$ cat src/rtl/if_id_hazard_ctrl.sv
// IF/ID sequencing controller: load-use stalls, ID branch flushes and I-miss waits.
// Optional performance counters are built when IF_ID_HAZARD_CTRL_PERF_EN is defined.
module if_id_hazard_ctrl #(
  parameter int unsigned MISS_TIMEOUT = 255,
  parameter int unsigned CNT_W        = 8
) (
  input  logic        clk_i,
  input  logic        rst_i,
  input  logic        start_i,
  input  logic        ID_EX_MemRead_i,
  input  logic [4:0]  ID_EX_RegRt_i,
  input  logic [4:0]  IF_ID_RegRs_i,
  input  logic [4:0]  IF_ID_RegRt_i,
  input  logic        branch_taken_i,
  input  logic        imem_ready_i,
  output logic        PC_write_o,
  output logic        IF_ID_write_o,
  output logic        IF_ID_flush_o,
  output logic        ID_EX_bubble_o,
  output logic [1:0]  state_o,
  output logic        err_o,
  output logic [31:0] stall_cnt_o,
  output logic [31:0] flush_cnt_o,
  output logic [31:0] miss_cnt_o
);

  typedef enum logic [1:0] {
    IDLE  = 2'd0,
    RUN   = 2'd1,
    IMISS = 2'd2
  } state_t;

  localparam logic [CNT_W-1:0] CNT_MAX     = {CNT_W{1'b1}};
  localparam logic [CNT_W-1:0] CNT_ONE     = CNT_W'(1);
  localparam logic [CNT_W-1:0] CNT_TIMEOUT = CNT_W'(MISS_TIMEOUT);

  state_t           state_r;
  state_t           state_nxt_s;
  logic [CNT_W-1:0] wait_cnt_r;
  logic [CNT_W-1:0] wait_cnt_nxt_s;
  logic             err_r;
  logic             err_nxt_s;
  logic             hz_s;
  logic             pc_write_s;
  logic             ifid_write_s;
  logic             ifid_flush_s;
  logic             bubble_s;

  function automatic logic load_use(input logic       mem_read,
                                    input logic [4:0] ex_rt,
                                    input logic [4:0] id_rs,
                                    input logic [4:0] id_rt);
    return mem_read && (ex_rt != 5'd0) && ((ex_rt == id_rs) || (ex_rt == id_rt));
  endfunction

  assign hz_s = load_use(ID_EX_MemRead_i, ID_EX_RegRt_i, IF_ID_RegRs_i, IF_ID_RegRt_i);

  // Next-state, miss counter and Mealy pipeline controls
  always_comb begin
    state_nxt_s    = state_r;
    wait_cnt_nxt_s = wait_cnt_r;
    pc_write_s     = 1'b0;
    ifid_write_s   = 1'b0;
    ifid_flush_s   = 1'b0;
    bubble_s       = 1'b0;
    case (state_r)
      IDLE: begin
        bubble_s = 1'b1;
        if (start_i) begin
          state_nxt_s = RUN;
        end else begin
          state_nxt_s = IDLE;
        end
      end
      RUN: begin
        if (hz_s) begin
          bubble_s = 1'b1;
        end else if (branch_taken_i) begin
          pc_write_s   = 1'b1;
          ifid_write_s = 1'b1;
          ifid_flush_s = 1'b1;
        end else if (!imem_ready_i) begin
          // Push a nop into ID while the fetch is outstanding
          ifid_write_s   = 1'b1;
          ifid_flush_s   = 1'b1;
          state_nxt_s    = IMISS;
          wait_cnt_nxt_s = CNT_ONE;
        end else begin
          pc_write_s   = 1'b1;
          ifid_write_s = 1'b1;
        end
      end
      IMISS: begin
        if (imem_ready_i) begin
          pc_write_s     = 1'b1;
          ifid_write_s   = 1'b1;
          state_nxt_s    = RUN;
          wait_cnt_nxt_s = {CNT_W{1'b0}};
        end else begin
          ifid_write_s = 1'b1;
          ifid_flush_s = 1'b1;
          if (wait_cnt_r == CNT_MAX) begin
            wait_cnt_nxt_s = wait_cnt_r;
          end else begin
            wait_cnt_nxt_s = wait_cnt_r + CNT_ONE;
          end
        end
      end
      default: begin
        bubble_s       = 1'b1;
        state_nxt_s    = IDLE;
        wait_cnt_nxt_s = {CNT_W{1'b0}};
      end
    endcase
  end

  // Sticky timeout flag: sets on the edge the miss wait reaches the limit
  always_comb begin
    if ((state_nxt_s == IMISS) && (wait_cnt_nxt_s == CNT_TIMEOUT)) begin
      err_nxt_s = 1'b1;
    end else begin
      err_nxt_s = err_r;
    end
  end

  // State, miss counter and error flag registers
  always_ff @(posedge clk_i) begin
    if (!rst_i) begin
      state_r    <= IDLE;
      wait_cnt_r <= {CNT_W{1'b0}};
      err_r      <= 1'b0;
    end else begin
      state_r    <= state_nxt_s;
      wait_cnt_r <= wait_cnt_nxt_s;
      err_r      <= err_nxt_s;
    end
  end

  assign PC_write_o     = pc_write_s;
  assign IF_ID_write_o  = ifid_write_s;
  assign IF_ID_flush_o  = ifid_flush_s;
  assign ID_EX_bubble_o = bubble_s;
  assign state_o        = state_r;
  assign err_o          = err_r;

`ifdef IF_ID_HAZARD_CTRL_PERF_EN
  logic [31:0] stall_cnt_r;
  logic [31:0] flush_cnt_r;
  logic [31:0] miss_cnt_r;

  // Event counters; they wrap naturally at 2^32
  always_ff @(posedge clk_i) begin
    if (!rst_i) begin
      stall_cnt_r <= 32'd0;
      flush_cnt_r <= 32'd0;
      miss_cnt_r  <= 32'd0;
    end else begin
      if ((state_r == RUN) && hz_s) begin
        stall_cnt_r <= stall_cnt_r + 32'd1;
      end else begin
        stall_cnt_r <= stall_cnt_r;
      end
      if ((state_r == RUN) && !hz_s && branch_taken_i) begin
        flush_cnt_r <= flush_cnt_r + 32'd1;
      end else begin
        flush_cnt_r <= flush_cnt_r;
      end
      if (state_r == IMISS) begin
        miss_cnt_r <= miss_cnt_r + 32'd1;
      end else begin
        miss_cnt_r <= miss_cnt_r;
      end
    end
  end

  assign stall_cnt_o = stall_cnt_r;
  assign flush_cnt_o = flush_cnt_r;
  assign miss_cnt_o  = miss_cnt_r;
`else
  assign stall_cnt_o = 32'd0;
  assign flush_cnt_o = 32'd0;
  assign miss_cnt_o  = 32'd0;
`endif

endmodule
$ cat config.mk
export PLATFORM = sky130hd
export DESIGN_NAME = if_id_hazard_ctrl
export DESIGN_NICKNAME = d
export VERILOG_FILES = /design/src/rtl/if_id_hazard_ctrl.sv
export SDC_FILE = /design/constraint.sdc
export NUM_CORES = 1
export LEC_CHECK = 0
export ABC_AREA = 1
export BUFFER_PORTS_ARGS = -buffer_cell sky130_fd_sc_hd__buf_2
export CAP_MARGIN = 10
export CORE_MARGIN = 5
export CORE_UTILIZATION = 38
export DETAILED_ROUTE_END_ITERATION = 8
export GPL_TIMING_DRIVEN = 0
export PLACE_DENSITY = 0.77
export SYNTH_ARGS = -nofsm -noshare
export SYNTH_HDL_FRONTEND = slang
export SYNTH_SLANG_ARGS = --single-unit
$ cat constraint.sdc
create_clock -name clk_i -period 1.7 [get_ports clk_i]
set_input_delay 0 -clock clk_i [delete_from_list [all_inputs] [get_ports clk_i]]
set_output_delay 0 -clock clk_i [all_outputs]
set_load 0.005 [all_outputs]
### Word level (Yosys, flattened, before mapping)

Index checks and enable logic that the tools add are counted.

* register bits: 11
* output and inout port bits: 103

* add/sub/neg operators: 1
* equal/unequal tests: 7
* mux-type cells: 24
* reduce and logical (&&, ||, !) cells: 6

Operator list (number)
* $mux W8: 5
* $pmux W8 S3: 1
* $eq A8 B8 Y1 const B: 2
* $eq A5 B5 Y1: 2
* $mux W1: 9
* $add A8 B1 Y8 const B: 1
* $mux W2: 4
* $pmux W1 S2: 4
* $pmux W2 S3: 1
* $reduce_bool A5 Y1: 1
* $eq A2 B2 Y1 const B: 2
* $logic_and A1 B1 Y1: 3
* $eq A2 B1 Y1 const B: 1
* $logic_not A2 Y1: 1
* $logic_or A1 B1 Y1: 1

### Logic depth before layout (Yosys ltp)

* depth in word-level cells: 7
* depth in mapped cells: 16
* mapped depth without buffers: 16

### Least setup slack after synthesis

Ideal clock, no wire load.

* kind: register to register
* from: register state_r[0], in the netlist state_o[0]
* to: register err_r, in the netlist err_o
* library setup time: 0.064 ns
* data arrival time: 1.573 ns
* required time: 1.636 ns
* path slack: 0.063 ns
* stages on the path, launching flop included: 15
* buffers on the path: 0
* period minus slack after synthesis: 1.637 ns
* cell sequence: dfxtp_1 > inv_1 > ha_1 > inv_1 > nor2_2 > inv_1 > nor3_1 > a21oi_1 > nand2_1 > nand2_2 > nor2_4 > nand2_1 > nor2_1 > nor2_1 > nor2_1

* cells in the longest elaborated chain, start to end: 6
* elaborated cells between the ends (all ways): 12
* those cells by class: 4 x eq/ne; 6 x mux; 2 x reduce/logical

Ends and longest elaborated chain
* start: declaration: RTL line 37 `state_t state_r;`
* start signal: assignment: RTL line 133 `state_r <= state_nxt_s;`
* $mux W2: RTL line 82 `end else if (!imem_ready_i) begin`
* $mux W2: RTL line 78 `end else if (branch_taken_i) begin`
* $mux W2: RTL line 76 `if (hz_s) begin`
* $pmux W2 S3: RTL line 66 `case (state_r)`
* $eq A2 B2 Y1: RTL line 119 `if ((state_nxt_s == IMISS) && (wait_cnt_nxt_s == CNT_TIMEOUT)) begin`
* $logic_and A1 B1 Y1 (*): RTL line 119
* end signal: assignment: RTL line 135 `err_r <= err_nxt_s;`
* end: declaration: RTL line 41 `logic err_r;`

Mark *: on every way between the ends. The rest lies on a longest branch, timed or not.
A chain may end at the register's enable or synchronous reset.

### Worst setup path after layout

Ends and elaborated chain as after synthesis.

==> results.toml <==
[placed_design]
dpl.hpwl_um = 3380
numPortBuffers = 27
routabilityCongestion = 0.831

[power_and_ir_drop]
internal-power_w = 0.000626
p_per_area_mw_per_mm2 = 351
power.share.clock = 0.298
p_seq_frac = 0.287
p_sw_w = 0.000285
leakage_nw = 1.66
vdd_drop_max_mv = 0.195
switching_share = 0.313
combPwrFrac = 0.415

[route]
drcViolationCount = 0
vias_per_cell = 3.74
post_drt_wl_per_cell_um = 8.81
vias = 1779
drt-total-wl_um = 4190
first_iter_violations = 41
drt_first_pass_iters = 4
ant_nets = 0

[yosys]
synthSimpleGateAreaFrac = 0.246
synth_top_family_by_area = "buffers and inverters"
synth_top_area_cell = "buf_4"
avgSynthCellArea_um2 = 6.32
synth-seq-cells = 11
synth_area_leaders = "buf_4 40%, dfxtp_1 12%, nand2_1 12%"
synth-compound-area-share = 0.106
synthAdderAreaFrac = 0.0346
syn_inst = 286
synth_xor_area_frac = 0.00969
netlist_area_mm2 = 0.00181
ys_warn_count = 0
synth.distinct_cells = 29
synth_edf_count = 0
async_reset_ff_frac = 0
netlist.area_leader.share = 0.399
synth.area.mux_share = 0
synthFlopType = "dfxtp_1"
synth_seq_area_share = 0.122

[grt]
antenna_found_initial = 0
grt_pass1_wl_um = 6440
grt_pass1_vias = 1582
track_usage = 0.125
grt_overflow_total = 0
grt_start_max_net_pins = 11

[setup_path]
end_kind = "flip-flop"
r2r_slack_ns = 0.005
cpPeakStageDelay_ns = 0.36
crit_type = "reg -> reg"
critPathSlowestCell = "dfxtp_4"
crit_required_ns = 1.88
cp.arrival_ns = 1.87
path_cells = "inv_4 > ha_4 > inv_4 > nor2_4 > buf_6 > nand2_2 > nor2_1 > a21oi_2 > nand2_1 > nand2_1 > nor2_1 > nand2_1 > nor2_1 > nor2_1 > nor2_1"
crit_family = "simple AND/OR/NAND/NOR gates"
cp-start-kind = "flip-flop"
path_buf_inv = 3
path_max_fanout = 6
cpMostUsedCell = "nor2_1"

[timing]
setup_viol = 0
rsz0062_at_grt = "true"
fin_crit_sh = 0.997
hold_viol = 0
fmax_mhz = 590
hold_slack_ns = 0.00917
fin_worst_skew_ns = 0.00611
final_max_slew_viol_count = 0
fin_crit_ns = 1.70

[layout]
final_nets = 449
area_growth_pct = 43.7
final_util = 0.558
drive_gt1_frac = 0.417
layout_commonest_cell = "buf_4"
antenna_cells = 0
most-common-layout-cells = "105 x buf_4, 96 x conb_1, 57 x nand2_1"

[clock_network]
holdBufCountCts = 0
h-tree-depth = 1
clk_pin_slew_ns = 0.05
root_buffer = "clkbuf_8"
cts_tree = "done"
cts.sinks = 11
cts_buffers = 3
clock_latency_ns = 0.25
cts_buffer_depth = 2

[floorplanning]
fp-row-count = 25
die-area_mm2 = 0.00624
core_area_mm2 = 0.00466
initial_core_util = 0.388
ios = 124
die_y_um = 79.0
die_x_um = 79.0

[run]
max-cap-violations = 0

[run_status]
status = "completed"

[worst_hold_path]
min_path_type = "in -> reg"
## cell type report
type	instances	area [µm²]
Timing Repair Buffer	37	218
Clock buffer	4	45.0
Multi-Input combinational cell	235	1150
Fill cell	455	2060
Sequential cell	11	240
Tap cell	54	67.6
Buffer	97	728
Inverter	38	150
## worst paths after layout
check / end / from / cells past startpoint
setup reg to reg: err_o / state_o[0] / 15
hold / removal: wait_cnt_r[0] / rst_i / 3
hold reg to reg: err_o / err_o / 2
setup / recovery: err_o / state_o[0] / 15
## metrics by stage
stage	total power (W)	instance area, µm²	std cells	setup TNS [ns]	setup slack (ns)
5_1_grt	0.000986	2600	476	-0.159	-0.104
3_3_place_gp	0.000609	2370	462	-0.164	-0.164
6_report	0.000912	2600	476	0	0.00496
2_1_floorplan	0.000557	2160	381	0	0.0629
3_5_place_dp	0.000613	2370	462	-0.214	-0.214
4_1_cts	0.000898	2490	470	0	0.00242
## Yosys cell counts, types with 4 or more instances
cell type / n
inv_2: 6
nor2_1: 15
a21oi_1: 18
dfxtp_1: 11
nand3_1: 12
nand2_2: 4
buf_4: 96
nand2_1: 58
o21ai_1: 5
ha_1: 5
inv_1: 29
o21ai_0: 5
## per-layer routing
| layer | global-route usage | part of all wire |
|---|---|---|
| met1 | 0.129 | 0.37 |
| met2 | 0.237 | 0.52 |
| met3 | 0.0295 | 0.093 |
| met5 | 0 | 0 |
| met4 | 0.0515 | 0.020 |
## repair_timing
| item | 4_1_cts | 5_1_grt |
|---|---|---|
| pin swaps | 4 | 10 |
| gates cloned | 0 | 0 |
| setup buffers | 4 | 6 |
| setup endpoints to repair | 4 | 4 |
| resized for setup | 21 | 19 |
## sequential cells by signal, summed over array words and instances (netlist names)
name	count
wait_cnt_r	8
state_o	2
err_o	1
## worst reg2reg max path, stage by stage (launching register included)
cell and delay (ns):
dfxtp_4 0.36, inv_4 0.06, ha_4 0.14, inv_4 0.04, nor2_4 0.20, buf_6 0.13
nand2_2 0.04, nor2_1 0.12, a21oi_2 0.05, nand2_1 0.07, nand2_1 0.05, nor2_1 0.08
nand2_1 0.05, nor2_1 0.10, nor2_1 0.05, nor2_1 0.09
## power groups by stage
stage,clock [W],sequential (W),combinational [W]
global placement,0,0.000271,0.000338
finish,0.000272,0.000262,0.000378
floorplan,0,0.000270,0.000286
CTS,0.000281,0.000266,0.000350
detailed placement,0,0.000271,0.000342
global route,0.000298,0.000262,0.000425
## cells by family after synthesis
logic type / Yosys count
buffers and inverters: 135
and+or+nand+nor: 98
AOI/OAI and AO/OA: 34
DFF: 11
adders and majority gates: 5
xor gates and xnor gates: 2
other: 1
(Power assumes the default switching activity.)
